$ cat src/rtl/pipelined_adder_pkg.sv
// Shared configuration helpers for the pipelined adder/subtractor.
package pipelined_adder_pkg;

  localparam int unsigned DEF_WIDTH  = 8;
  localparam int unsigned DEF_STAGES = 4;

  // True when the operand width splits evenly into non-empty stage chunks.
  function automatic bit cfg_legal(input int unsigned width, input int unsigned stages);
    return (width >= 1) && (stages >= 1) && (stages <= width) && ((width % stages) == 0);
  endfunction

  // Bits handled per stage; clamped to 1 so an illegal config still elaborates to its error.
  function automatic int unsigned chunk_width(input int unsigned width, input int unsigned stages);
    if ((stages == 0) || (width < stages)) return 1;
    return width / stages;
  endfunction

endpackage

$ cat src/rtl/adder_stage.sv
// One registered CHUNK-bit slice of the carry chain, held when en is low.
module adder_stage
  import pipelined_adder_pkg::*;
#(
  parameter int unsigned CHUNK = 2
) (
  input  logic             clk,
  input  logic             rst_n,
  input  logic             en,
  input  logic [CHUNK-1:0] a,
  input  logic [CHUNK-1:0] b,
  input  logic             carry_in,
  input  logic             valid_in,
  output logic [CHUNK-1:0] sum,
  output logic             carry_out,
  output logic             ovf,
  output logic             valid_out
);

  localparam int unsigned SW = CHUNK + 1;

  logic [SW-1:0]    total;
  logic             msb_cin;
  logic [CHUNK-1:0] sum_d, sum_q;
  logic             carry_d, carry_q;
  logic             ovf_d, ovf_q;
  logic             valid_d, valid_q;

  // Chunk add; ovf is only meaningful for the slice holding the operand MSB.
  always_comb begin
    total   = SW'(a) + SW'(b) + SW'(carry_in);
    msb_cin = a[CHUNK-1] ^ b[CHUNK-1] ^ total[CHUNK-1];
    sum_d   = sum_q;
    carry_d = carry_q;
    ovf_d   = ovf_q;
    valid_d = valid_q;
    if (en) begin
      sum_d   = total[CHUNK-1:0];
      carry_d = total[CHUNK];
      ovf_d   = msb_cin ^ total[CHUNK];
      valid_d = valid_in;
    end
  end

  // Slice registers.
  always_ff @(posedge clk or negedge rst_n) begin
    if (!rst_n) begin
      sum_q   <= '0;
      carry_q <= 1'b0;
      ovf_q   <= 1'b0;
      valid_q <= 1'b0;
    end else begin
      sum_q   <= sum_d;
      carry_q <= carry_d;
      ovf_q   <= ovf_d;
      valid_q <= valid_d;
    end
  end

  assign sum       = sum_q;
  assign carry_out = carry_q;
  assign ovf       = ovf_q;
  assign valid_out = valid_q;

endmodule

$ cat src/rtl/pipelined_adder.sv
// WIDTH-bit adder/subtractor pipelined as STAGES carry-chunks with valid/ready flow control.
module pipelined_adder
  import pipelined_adder_pkg::*;
#(
  parameter int unsigned WIDTH  = DEF_WIDTH,
  parameter int unsigned STAGES = DEF_STAGES
) (
  input  logic             clk,
  input  logic             reset,
  input  logic             in_valid,
  output logic             in_ready,
  input  logic [WIDTH-1:0] lhs,
  input  logic [WIDTH-1:0] rhs,
  input  logic             cin,
  input  logic             sub,
  output logic             out_valid,
  input  logic             out_ready,
  output logic [WIDTH-1:0] out,
  output logic             cout,
  output logic             ovf
);

  localparam int unsigned CHUNK = chunk_width(WIDTH, STAGES);
  localparam int unsigned LAST  = STAGES - 1;

  if (!cfg_legal(WIDTH, STAGES)) begin : g_bad_cfg
    $error("pipelined_adder: WIDTH must be >= 1 and an exact multiple of STAGES");
  end

  logic             en;
  logic [WIDTH-1:0] b_eff;
  logic [CHUNK-1:0] stg_a   [STAGES];
  logic [CHUNK-1:0] stg_b   [STAGES];
  logic [CHUNK-1:0] stg_sum [STAGES];
  logic [STAGES-1:0] stg_cin, stg_vin, stg_cout, stg_vout, stg_ovf;

  // Whole pipeline advances together unless a held result is blocked downstream.
  assign en       = ~out_valid | out_ready;
  assign in_ready = en;
  assign b_eff    = sub ? ~rhs : rhs;

  for (genvar k = 0; k < STAGES; k++) begin : g_stage
    localparam int unsigned DEPTH = LAST - k;

    if (k == 0) begin : g_head
      assign stg_a[k]   = lhs[CHUNK-1:0];
      assign stg_b[k]   = b_eff[CHUNK-1:0];
      assign stg_cin[k] = cin;
      assign stg_vin[k] = in_valid;
    end else begin : g_skew
      logic [2*CHUNK-1:0] ab_d [k];
      logic [2*CHUNK-1:0] ab_q [k];

      // Delay upper operand chunks so they meet the carry from the stage below.
      always_comb begin
        ab_d = ab_q;
        if (en) begin
          ab_d[0] = {lhs[k*CHUNK +: CHUNK], b_eff[k*CHUNK +: CHUNK]};
          for (int j = 1; j < k; j++) ab_d[j] = ab_q[j-1];
        end
      end

      // Operand skew registers.
      always_ff @(posedge clk or negedge reset) begin
        if (!reset) ab_q <= '{default: '0};
        else        ab_q <= ab_d;
      end

      assign {stg_a[k], stg_b[k]} = ab_q[k-1];
      assign stg_cin[k] = stg_cout[k-1];
      assign stg_vin[k] = stg_vout[k-1];
    end

    adder_stage #(.CHUNK(CHUNK)) u_stage (
      .clk       (clk),
      .rst_n     (reset),
      .en        (en),
      .a         (stg_a[k]),
      .b         (stg_b[k]),
      .carry_in  (stg_cin[k]),
      .valid_in  (stg_vin[k]),
      .sum       (stg_sum[k]),
      .carry_out (stg_cout[k]),
      .ovf       (stg_ovf[k]),
      .valid_out (stg_vout[k])
    );

    if (DEPTH == 0) begin : g_tail
      assign out[k*CHUNK +: CHUNK] = stg_sum[k];
    end else begin : g_deskew
      logic [CHUNK-1:0] sum_d [DEPTH];
      logic [CHUNK-1:0] sum_q [DEPTH];

      // Hold finished low chunks until the top chunk of the same transaction completes.
      always_comb begin
        sum_d = sum_q;
        if (en) begin
          sum_d[0] = stg_sum[k];
          for (int j = 1; j < int'(DEPTH); j++) sum_d[j] = sum_q[j-1];
        end
      end

      // Result deskew registers.
      always_ff @(posedge clk or negedge reset) begin
        if (!reset) sum_q <= '{default: '0};
        else        sum_q <= sum_d;
      end

      assign out[k*CHUNK +: CHUNK] = sum_q[DEPTH-1];
    end
  end

  assign out_valid = stg_vout[LAST];
  assign cout      = stg_cout[LAST];
  assign ovf       = stg_ovf[LAST];

  // Lower slices also compute a chunk-local overflow that has no consumer.
  logic unused_ovf;
  assign unused_ovf = &{1'b0, stg_ovf};

endmodule

$ cat config.mk
export PLATFORM = sky130hd
export DESIGN_NAME = pipelined_adder
export DESIGN_NICKNAME = d
export VERILOG_FILES = /design/src/rtl/pipelined_adder_pkg.sv /design/src/rtl/adder_stage.sv /design/src/rtl/pipelined_adder.sv
export SDC_FILE = /design/constraint.sdc
export NUM_CORES = 1
export LEC_CHECK = 0
export BUFFER_PORTS_ARGS = -buffer_cell sky130_fd_sc_hd__buf_2
export CORE_MARGIN = 2
export CORE_UTILIZATION = 60
export DETAILED_ROUTE_END_ITERATION = 12
export PLACE_DENSITY = 0.87
export SETUP_SLACK_MARGIN = 0.02
export SYNTH_ARGS = -nofsm -noshare
export SYNTH_HDL_FRONTEND = slang
export SYNTH_SLANG_ARGS = --single-unit
$ cat constraint.sdc
create_clock -name clk -period 3.3 [get_ports clk]
set_input_delay 0.33 -clock clk [delete_from_list [all_inputs] [get_ports clk]]
set_output_delay 0.33 -clock clk [all_outputs]
set_load 0.005 [all_outputs]
* Word-level counts from Yosys, hierarchy flattened
Cells that the tools add are included.
** Word-level totals
- Word-level logic and storage cells :: 40
- Bits in latches :: 0
- ROM bits :: 0
- Register bits :: 53
- Memories kept :: 0
- Output and inout port bits :: 12
- Bits in writable memories :: 0
** Operators by class
- Multiplexer cells :: 1
- Order comparisons :: 0
- Divide/modulo/power cells :: 0
- Multiply operators :: 0
- Shifts and indexed selects :: 0
- Bitwise operators :: 6
- Reductions and logical operators :: 0
- Equality and inequality tests :: 0
- Add/subtract/negate cells :: 8
** Operators with widths (number)
- $add A2 B2 Y3 :: 4
- $add A3 B1 Y3 :: 4
- $mux W8 :: 1
- $not A8 Y8 :: 1
- $xor A1 B1 Y1 :: 3
- $not A1 Y1 :: 1
- $or A1 B1 Y1 :: 1

* Longest topological paths before layout
Gate-level depths: netlist (run 1).
- Word-level depth :: 4
- Gate-level depth with buffers :: 5
- Depth with buffers taken out :: 5

* By module
From an unflattened synthesis (run 1), not the netlist that was laid out.
** Unflattened totals
- Cells, all modules :: 182
- Area, all modules :: 2761.4 um^2
** Modules (own cells, without submodules)
- pipelined_adder :: seq. area each 900.9 um^2, area an instance 1605.3 um^2, times used 1, cells an instance 90
- adder_stage at g_stage[0].u_stage ... :: seq. area each 125.1 um^2, area an instance 287.8 um^2, times used 3, cells an instance 23
- adder_stage at g_stage[3].u_stage :: seq. area each 125.1 um^2, area an instance 292.8 um^2, times used 1, cells an instance 23

* Worst setup path before layout (run 1)
OpenSTA, ideal clock, no wires.
- Path type :: flip-flop to flip-flop
- From :: reg g_stage[3].g_skew.ab_q[0] (netlist bit)
- To :: reg g_stage[3].u_stage.ovf_q
- Path buffers :: 0
- Required time :: 3.175 ns
- Clock period less this slack :: 1.989 ns
- Slack :: 1.311 ns
- Arrival :: 1.864 ns
- Setup time :: 0.125 ns
- Cell stages (with the launch flop) :: 6
- Cells stage by stage :: dfrtp_1 -> inv_1 -> fa_1 -> fa_1 -> xor3_1 -> mux2_4
** On the way
- Longest elaborated chain between the ends :: 4
** RTL lines
- start, declared :: line pipelined_adder.sv:52 : logic [2*CHUNK-1:0] ab_q [k];
- start signal, assigned :: line pipelined_adder.sv:65 : if (!reset) ab_q <= '{default: '0};
- start signal, assigned :: line pipelined_adder.sv:66 : else ab_q <= ab_d;
- $add A2 B2 Y3 (*) :: line adder_stage.sv:31 : total = SW'(a) + SW'(b) + SW'(carry_in);
- $add A3 B1 Y3 (*) :: line adder_stage.sv:31
- $xor A1 B1 Y1 :: line adder_stage.sv:32 : msb_cin = a[CHUNK-1] ^ b[CHUNK-1] ^ total[CHUNK-1];
- $xor A1 B1 Y1 (*) :: line adder_stage.sv:40 : ovf_d = msb_cin ^ total[CHUNK];
- end signal, assigned :: line adder_stage.sv:55 : ovf_q <= ovf_d;
- end, declared :: line adder_stage.sv:26 : logic ovf_d, ovf_q;
Mark *: on every way between the ends. The rest lies on a longest branch, timed or not.
A chain may end at the register's enable or synchronous reset.

* Final worst setup path (run 1)
Ends and elaborated chain as after synthesis.

==> results.json, run 1 <==
{
  "r2r_slack_ns": 1.17,
  "routed_wirelength_mm": 3.69,
  "synth.most_common_cell": "dfrtp_1",
  "grt_pass1_vias": 1365,
  "max_freq_ghz": 0.470,
  "fp.dieArea_sq_mm": 0.00477,
  "drt-pass1-iter-count": 4,
  "netlist_top_cells_area": "dfrtp_1 52%, mux2_4 22%, fa_1 6.3%, buf_12 3.1%, inv_1 2.2%",
  "numClockSinks": 53,
  "cts_buffers": 5,
  "dpl.hpwl_mm": 2.62,
  "async_flop_share_pct": 100,
  "whs_ns": 0.0244,
  "synth_flop_cell": "dfrtp_1",
  "synth_top_area_share_pct": 52.2,
  "setup_tns_ns": 0,
  "drv_cap": 0,
  "status": "finished, final reports clean",
  "worstReg2RegEnd": "g_stage[3].u_stage.ovf",
  "r2r_start": "g_stage[3].g_skew.ab_q[0]",
  "syn_area_sq_mm": 0.00254,
  "drtIter0Drc": 47,
  "diodes": 0,
  "core-area_sq_mm": 0.00403,
  "cts.path.max_buffers": 2,
  "synth_edf_count": 0,
  "worst-slew-pin-transition_ns": 0.899,
  "synth_common_cells": "53 x dfrtp_1, 37 x mux2_4, 15 x inv_1",
  "grt_max_degree": 55,
  "worstPathArrival_ns": 2.32,
  "total_power_uw": 2530,
  "worstRegToRegCells": 5,
  "clk_latency_ns": 0.30,
  "required_ns": 3.49,
  "max_slew_margin_pct": 40.0,
  "hold_viol": 0,
  "synth_area_leader_cell": "dfrtp_1",
  "drtAntennaViolNets": 0,
  "crit_type": "reg2reg",
  "cp_max_fo": 2,
  "leakagePower_uw": 0.00138,
  "power.density_mw_per_mm2": 930,
  "rows": 23,
  "ys_types": 18,
  "antenna_found_initial": 0,
  "fin_crit_sh_pct": 64.5,
  "num_vias": 1236,
  "avgRoutedWirePerCell_microns": 15.5,
  "finalClockSkew_ns": 0.00350,
  "io_pins": 34,
  "synth-seq-area-share_pct": 52.2,
  "die_h_microns": 69.1,
  "finalWeightedCongestion": 0.733,
  "hold_buffers": 0,
  "area_growth_pct": 6.94,
  "min_period_ns": 2.13,
  "clk_pin_slew_ns": 0.08,
  "start_kind": "flop",
  "syn_nets": 190,
  "drive_gt1_share_pct": 43.6,
  "syn-instance-count": 159,
  "slew_viol_final": 0,
  "nNetsFinal": 219,
  "yosys_warnings": 0,
  "synth.avg_cell_area_sq_um": 16.0,
  "grt_use_total_pct": 17.9,
  "die_x_microns": 69.1,
  "ys_ff_latch": 53,
  "vias_per_cell": 5.19,
  "hold_class": "in2async",
  "clock-root-buffer": "clkbuf_8",
  "initial_core_util_pct": 63.1,
  "numPortBuffers": 33,
  "grt_overflow": 0,
  "vdd_drop_max_mv": 0.416,
  "cts_setup_buffers": 0,
  "tritoncts": "done",
  "post-route-drc-count": 0,
  "rsz0062_at_grt": "no",
  "h-tree-depth": 2,
  "cts-resized-gates": 0,
  "grt_first_pass_wirelength_mm": 6.73,
  "finalSetupViolCount": 0,
  "crit_path_end_kind": "flop"
}
## metal layers
metal  global-route usage [%]  vias to the layer above  share of wire, %
li1                         -                      581                 -
met1                     25.4                      617                47
met2                     27.5                       33                46
met3                     4.97                        5               4.8
met4                     5.23                        0               1.5
met5                        0                        -                 0
## state kept, by name (all words and copies together) (netlist names)
register	count
g_stage.g_skew.ab_q	24
g_stage.g_deskew.sum_q	8
g_stage.u_stage.sum	8
g_stage.u_stage.carry_out	4
g_stage.u_stage.valid_out	4
out	4
g_stage.u_stage.ovf	1
## through the flow
stage | cells | setup slack (ns) | util (%) | instance area (sq um)
finish | 238 | 1.17 | 67.5 | 2720
global route | 238 | 1.11 | 67.5 | 2720
CTS | 238 | 1.17 | 67.5 | 2720
detailed placement | 231 | 1.17 | 65.3 | 2630
global placement | 231 | 1.28 | 65.3 | 2630
floorplan | 159 | 1.31 | - | 2540
## critical path, stage by stage (launching register included)
cell	delay, ns
dfrtp_1	0.37
inv_1	0.07
fa_1	0.45
fa_1	0.49
xor3_1	0.37
mux2_4	0.26
## layout by cell type, fill, tap and decap left out
master	Yosys	final
fa_1	8	8
clkbuf_1	0	1
a21oi_1	7	7
inv_1	15	15
ha_1	1	1
xor2_1	6	6
clkbuf_8	0	6
xnor2_1	2	2
mux2i_1	4	4
nor3b_1	7	7
buf_2	1	33
xor3_1	1	1
nand2b_4	1	1
buf_4	5	1
dfrtp_1	53	53
mux2_2	4	4
nand2b_1	1	1
mux2_4	37	37
## layout make-up
class,instances,area (sq um)
Inverter,15,56.3
Timing Repair Buffer,34,173
Clock buffer,7,86.3
Sequential cell,53,1330
Multi-Input combinational cell,79,1010
Fill cell,291,1310
Tap cell,50,62.6
## cells by family (layout without fill, tap and decap cells)
group / count (synthesis) / in the layout / share of synthesized area [%]
adder cells (fa/ha/maj): 9 / 9 / 6.79
AND/OR/NAND/NOR: 9 / 9 / 2.85
flip-flops: 53 / 53 / 52.2
buffers and inverters: 27 / 56 / 7.92
XOR/XNOR: 9 / 9 / 3.69
multiplexers: 45 / 45 / 25.2
AO/OA/AOI/OAI: 7 / 7 / 1.38
## worst max-delay path by stage
stage	slack, ns	depth (start not counted)	end	startpoint
after floorplan	1.31	5	g_stage[3].u_stage.ovf	g_stage[3].g_skew.ab_q[0]
after global placement	1.28	5	g_stage[3].u_stage.ovf	g_stage[3].g_skew.ab_q[0]
after detailed placement	1.17	5	g_stage[3].u_stage.ovf	g_stage[3].g_skew.ab_q[0]
after CTS	1.17	5	g_stage[3].u_stage.ovf	g_stage[3].g_skew.ab_q[0]
after global routing	1.11	2	in_ready	g_stage[3].u_stage.valid_out
final	1.17	5	g_stage[3].u_stage.ovf	g_stage[3].g_skew.ab_q[0]
## report_power, final
group          switching (uW)  total [uW]  internal, uW  leakage [uW]
registers                 174        1120           944      0.000612
clock network             187         354           167     0.0000443
logic                     385        1060           670      0.000721
(Power assumes the default switching activity.)
==> run 2, diff against run 1 <==
ABC_AREA = 1   (was unset)
CORE_UTILIZATION = 50   (was 60)
PLACE_DENSITY = 0.78   (was 0.87)
clock period = 1.7 ns   (was 3.3 ns; I/O delays follow)
==> run 2 against run 1 <==
Critical endpoint unchanged. Worst setup slack lost 1.2 ns. Sequential cell count is the same. Wire length grew 1.6%. Combinational power grew 58%. Synthesized cell count grew 53%. The run now ends with setup timing left. Global-route usage shrank 1.5 points. Critical path type unchanged. Die area grew 8.1%. Maximum frequency grew 22%. Sequential share of layout area grew 2.0 points. Non-clock buffer count grew 8. Via count grew 23%. Largest power group unchanged.
==> results.json, run 2 <==
{
  "status": "complete, but fails checks",
  "failed_checks": "setup timing",
  "die_x_microns": 71.8,
  "synth.most_common_cell": "nand2_1",
  "clock-root-buffer": "clkbuf_8",
  "crit_type": "reg2reg",
  "synth_flop_cell": "dfrtp_1",
  "numPortBuffers": 33,
  "cp_max_fo": 4,
  "yosys_warnings": 0,
  "initial_core_util_pct": 52.5,
  "synthSimpleGateAreaFrac_pct": 16.9,
  "setup_slack_ns": -0.0397,
  "grt_overflow": 0,
  "nNetsFinal": 309,
  "drt-pass1-iter-count": 4,
  "mostFrequentLayoutCell": "nand2_1",
  "hold_viol": 0,
  "rows": 24,
  "drive_gt1_share_pct": 19.9,
  "final_core_util_pct": 59.5,
  "diodes": 0,
  "top_register": "g_stage.g_skew.ab_q",
  "async_flop_share_pct": 100,
  "syn_area_sq_mm": 0.00230,
  "area_growth_pct": 13.4,
  "routed_wirelength_mm": 3.75,
  "dpl.hpwl_mm": 2.53,
  "cts_buffers": 5,
  "worstPathArrival_ns": 1.92,
  "synth_xor_area_share_pct": 3.05,
  "fp.dieArea_sq_mm": 0.00516,
  "multi_input_comb_area_sq_um": 803,
  "antenna_found_initial": 0,
  "syn-instance-count": 244,
  "slew_viol_final": 0,
  "crit_path_end_kind": "flop",
  "hold_class": "in2reg",
  "die_h_microns": 71.8,
  "netlist_top_cells_area": "dfrtp_1 58%, nand2_1 16%, fa_1 7.0%, o21ai_1 3.9%, inv_1 3.8%",
  "start_kind": "flop",
  "synth_compound_area_share_pct": 7.18,
  "ys_types": 16,
  "mostFrequentLayoutCells": "95 x nand2_1, 53 x dfrtp_1, 33 x buf_2",
  "synth.mux.area_fraction_pct": 0,
  "clk_latency_ns": 0.30,
  "grt_max_degree": 54,
  "numClockSinks": 53,
  "grt_use_total_pct": 16.4,
  "grt_first_pass_wirelength_mm": 6.53,
  "grt_pass1_vias": 1497,
  "io_pins": 34,
  "synth_common_cells": "96 x nand2_1, 53 x dfrtp_1, 23 x inv_1",
  "syn_nets": 275,
  "synth_top_family_by_area": "simple AND/OR/NAND/NOR gates",
  "h-tree-depth": 2,
  "max_slew_margin_pct": 78.1,
  "drtAntennaViolNets": 0,
  "required_ns": 1.88,
  "cts.path.max_buffers": 2,
  "max_freq_ghz": 0.575,
  "fill_cells": 377,
  "tritoncts": "done",
  "fin_crit_sh_pct": 102,
  "synth-seq-area-share_pct": 57.6,
  "vdd_drop_max_mv": 0.779,
  "worst-slew-pin-transition_ns": 0.329,
  "vias_per_cell": 4.62,
  "final-seq-area_sq_mm": 0.00133,
  "synth_edf_count": 0,
  "rsz0062_at_grt": "yes",
  "finalSetupViolCount": 1,
  "avgRoutedWirePerCell_microns": 11.4,
  "post-route-drc-count": 0,
  "num_vias": 1520,
  "power.density_mw_per_mm2": 1680,
  "min_period_ns": 1.74,
  "finalClockSkew_ns": 0.00619,
  "finalWeightedCongestion": 0.735,
  "place_ws_ns": -0.0886,
  "drtIter0Drc": 121,
  "synth.avg_cell_area_sq_um": 9.43,
  "synth_top_area_share_pct": 57.6,
  "total_power_uw": 4380,
  "core-area_sq_mm": 0.00438,
  "largest_reg_flops": 24,
  "clk_pin_slew_ns": 0.08,
  "drv_cap": 0,
  "leakagePower_uw": 0.00136,
  "synth_area_leader_cell": "dfrtp_1",
  "synth-adder-area-share_pct": 7.50,
  "ys_ff_latch": 53
}
[run 2: path summary, 6_finish.rpt]
path / end / startpoint / cells after the start / slack (ns)
hold / removal: g_stage[0].u_stage.valid_out / in_valid / 3 / 0.07
max in group asynchronous: g_stage[3].u_stage.ovf / reset / 3 / 1.08
min in group asynchronous: g_stage[0].g_deskew.sum_q[3] / reset / 3 / 0.39
setup / recovery: g_stage[3].u_stage.ovf / g_stage[2].u_stage.carry_out / 8 / -0.04
setup reg to reg: g_stage[3].u_stage.ovf / g_stage[2].u_stage.carry_out / 8 / -0.04
hold reg to reg: g_stage[2].g_deskew.sum_q[0] / g_stage[2].g_deskew.sum_q[0] / 2 / 0.47
[run 2: critical path, stage by stage, from the launching register on]
cell,delay (ns)
dfrtp_1,0.37
inv_2,0.05
fa_2,0.38
fa_2,0.57
inv_2,0.05
nand2_1,0.05
nand2_1,0.04
nand2_1,0.05
nand3_1,0.06
[run 2: logic make-up after synthesis]
group                    after synthesis
buffers and inverters                 40
flip-flops                            53
XOR/XNOR                               8
AND/OR/NAND/NOR                      101
AO/OA/AOI/OAI                         33
adder cells (fa/ha/maj)                9
[run 2: area by class of cell]
type                       count  area share, %
timing repair buffer          42           9.49
tap                           52           2.49
multi-input combinational    151           30.8
inverter                      25           3.60
sequential                    53           50.8
clock buffer                   5           2.64
clock inverter                 1          0.192
[run 2: timing repair]
action / 4_1_cts / 5_1_grt
setup endpoints to repair: 1 / 1
endpoints found under the hold margin: 53 / 0
buffers inserted: 1 / 0
pin swaps: 4 / 0
resized for setup: 3 / 1
hold buffers: 1 / 0
[run 2: report_power, final]
group	leakage (uW)	total, uW	switching [uW]	internal (uW)
clock	0.0000399	639	367	272
sequential	0.000643	2070	253	1820
combinational	0.000672	1670	983	690
[run 2: per-layer routing]
metal	GRT usage [%]	vias up	wire [microns]
li1	-	798	-
met1	21.3	692	1760
met2	27.0	26	1800
met3	3.66	4	137
met4	6.92	0	53
met5	0	-	0
[run 2: metrics by stage]
step / instances / hold WS (ns) / cell area [sq um] / setup TNS, ns
global route: 329 / 0.0750 / 2610 / -0.127
CTS: 329 / 0.0687 / 2610 / -0.0432
floorplan: 244 / -0.126 / 2300 / 0
global placement: 321 / 0.181 / 2510 / -0.00351
detailed placement: 321 / 0.186 / 2510 / -0.0886
finish: 329 / 0.0726 / 2610 / -0.0397
==> run 3, diff against run 2 <==
RECOVER_POWER = 100   (was unset)
==> run 3 against run 2 <==
The run still ends with setup timing left. Clock power is essentially flat. Wire length grew 0.85%. Worst setup slack gained 0.00075 ns. Sequential cell count is the same. Largest cell class unchanged.
==> results.json, run 3 (same netlist as run 2, synthesis figures left out) <==
{
  "status": "complete, but fails checks",
  "failed_checks": "setup timing",
  "place_ws_ns": -0.0886,
  "cp_max_fo": 4,
  "grt_max_degree": 54,
  "routed_wirelength_mm": 3.78,
  "min_period_ns": 1.74,
  "netSwitchingFraction_pct": 36.5,
  "crit_path_end_kind": "flop",
  "dp_cells": 321,
  "vias_per_cell": 4.60,
  "finalSetupViolCount": 1,
  "num_vias": 1512,
  "diodes": 0,
  "grt_overflow": 0,
  "max_stage_delay_ns": 0.57,
  "numPortBuffers": 33,
  "core-area_sq_mm": 0.00438,
  "io_pins": 34,
  "dpl.hpwl_mm": 2.53,
  "grt_first_pass_wirelength_mm": 6.53,
  "tritoncts": "done",
  "cts.path.max_buffers": 2,
  "grt_pass1_vias": 1497,
  "grt_use_total_pct": 16.4,
  "area_growth_pct": 12.2,
  "fill_cells": 382,
  "largest_reg_flops": 24,
  "crit_type": "reg2reg",
  "crit_path_frequent_cell": "nand2_1",
  "p_int_uw": 2740,
  "worst-slew-pin-transition_ns": 0.684,
  "drive_gt1_share_pct": 18.1,
  "vdd_drop_max_mv": 0.769,
  "total_power_uw": 4320,
  "cts_buffers": 5,
  "rows": 24,
  "hold_class": "in2reg",
  "mostFrequentLayoutCell": "nand2_1",
  "final_core_util_pct": 58.9,
  "cp_cell_sequence": "inv_2, fa_2, fa_2, inv_2, nand2_1, nand2_1, nand2_1, nand3_1",
  "cpMaxStageDelayCell": "fa_2",
  "fin_crit_sh_pct": 102,
  "pwr-share-comb_pct": 37.3,
  "clockPowerShare_pct": 14.8,
  "hold_viol": 0,
  "crit_start": "g_stage[2].u_stage.carry_out",
  "clock-root-buffer": "clkbuf_8",
  "mostFrequentLayoutCells": "95 x nand2_1, 53 x dfrtp_1, 32 x buf_2",
  "pwr-share-seq_pct": 47.9,
  "drtIter0Drc": 117,
  "numClockSinks": 53,
  "worstPathArrival_ns": 1.92,
  "max_freq_ghz": 0.575,
  "finalClockSkew_ns": 0.00609,
  "drt-pass1-iter-count": 4,
  "setup_slack_ns": -0.0390,
  "power_switching_uw": 1580,
  "nNetsFinal": 309,
  "power.density_mw_per_mm2": 1670,
  "stdcell_count": 329,
  "finalWeightedCongestion": 0.735,
  "die_x_microns": 71.8,
  "slew_viol_final": 0,
  "avgRoutedWirePerCell_microns": 11.5,
  "top_register": "g_stage.g_skew.ab_q",
  "drtAntennaViolNets": 0,
  "h-tree-depth": 2,
  "max_slew_margin_pct": 54.4,
  "drv_cap": 0,
  "required_ns": 1.88,
  "initial_core_util_pct": 52.5,
  "r2r_start": "g_stage[2].u_stage.carry_out",
  "whs_ns": 0.0728,
  "antenna_found_initial": 0,
  "clk_pin_slew_ns": 0.08,
  "clk_latency_ns": 0.30,
  "leakagePower_uw": 0.00134,
  "die_h_microns": 71.8,
  "hp-start": "in_valid",
  "post-route-drc-count": 0,
  "fp.dieArea_sq_mm": 0.00516,
  "rsz0062_at_grt": "yes",
  "start_kind": "flop"
}
## run 3: what timing repair did
action | in CTS | in global routing
resized for setup | 3 | 1
pin swaps | 4 | 0
hold buffers | 1 | 0
endpoints found under the setup margin | 1 | 1
setup buffers | 1 | 0
hold endpoints to repair | 53 | 0
## run 3: cell type report
cell class	instances	area [sq um]	area share, %
clock buffer	5	68.8	2.66
inverter	25	93.8	3.63
timing repair buffer	42	228	8.82
sequential	53	1330	51.4
clock inverter	1	5.00	0.194
multi-input combinational	151	796	30.8
tap	52	65.1	2.52
## run 3: per-stage QoR
step / setup TNS (ns) / cell area (sq um)
2_1_floorplan: 0 / 2300
3_3_place_gp: -0.00351 / 2510
3_5_place_dp: -0.0886 / 2510
4_1_cts: -0.0432 / 2610
5_1_grt: -0.211 / 2580
6_report: -0.0390 / 2580
## run 3: worst paths after layout
check | slack [ns] | to | depth (start not counted)
worst max-delay path | -0.04 | g_stage[3].u_stage.ovf | 8
worst min-delay path | 0.07 | g_stage[0].u_stage.valid_out | 3
worst max register to register | -0.04 | g_stage[3].u_stage.ovf | 8
worst min register to register | 0.47 | g_stage[2].g_deskew.sum_q[1] | 2
max in group asynchronous | 0.69 | g_stage[3].g_skew.ab_q[8] | 3
min in group asynchronous | 0.56 | g_stage[0].g_deskew.sum_q[3] | 3
## run 3: critical path: cells and delay by family, from the launching register on
kind / cells / cell delay [ns]
AND/OR/NAND/NOR: 4 / 0.20
buffers and inverters: 2 / 0.10
flip-flops: 1 / 0.37
adder cells (fa/ha/maj): 2 / 0.95
## run 3: power by group through the flow
stage	logic [uW]	clock network, uW	registers (uW)
floorplan	1230	0	2050
global placement	1540	0	2070
detailed placement	1640	0	2090
CTS	1690	654	2070
global route	1900	699	2130
finish	1610	638	2070
## run 3: routing by layer
layer	share of wire [%]	track usage, %	up-vias
met5	0	0	-
met4	1.4	6.92	0
met3	3.8	3.66	4
met2	48	27.0	26
met1	47	21.3	683
li1	-	-	799
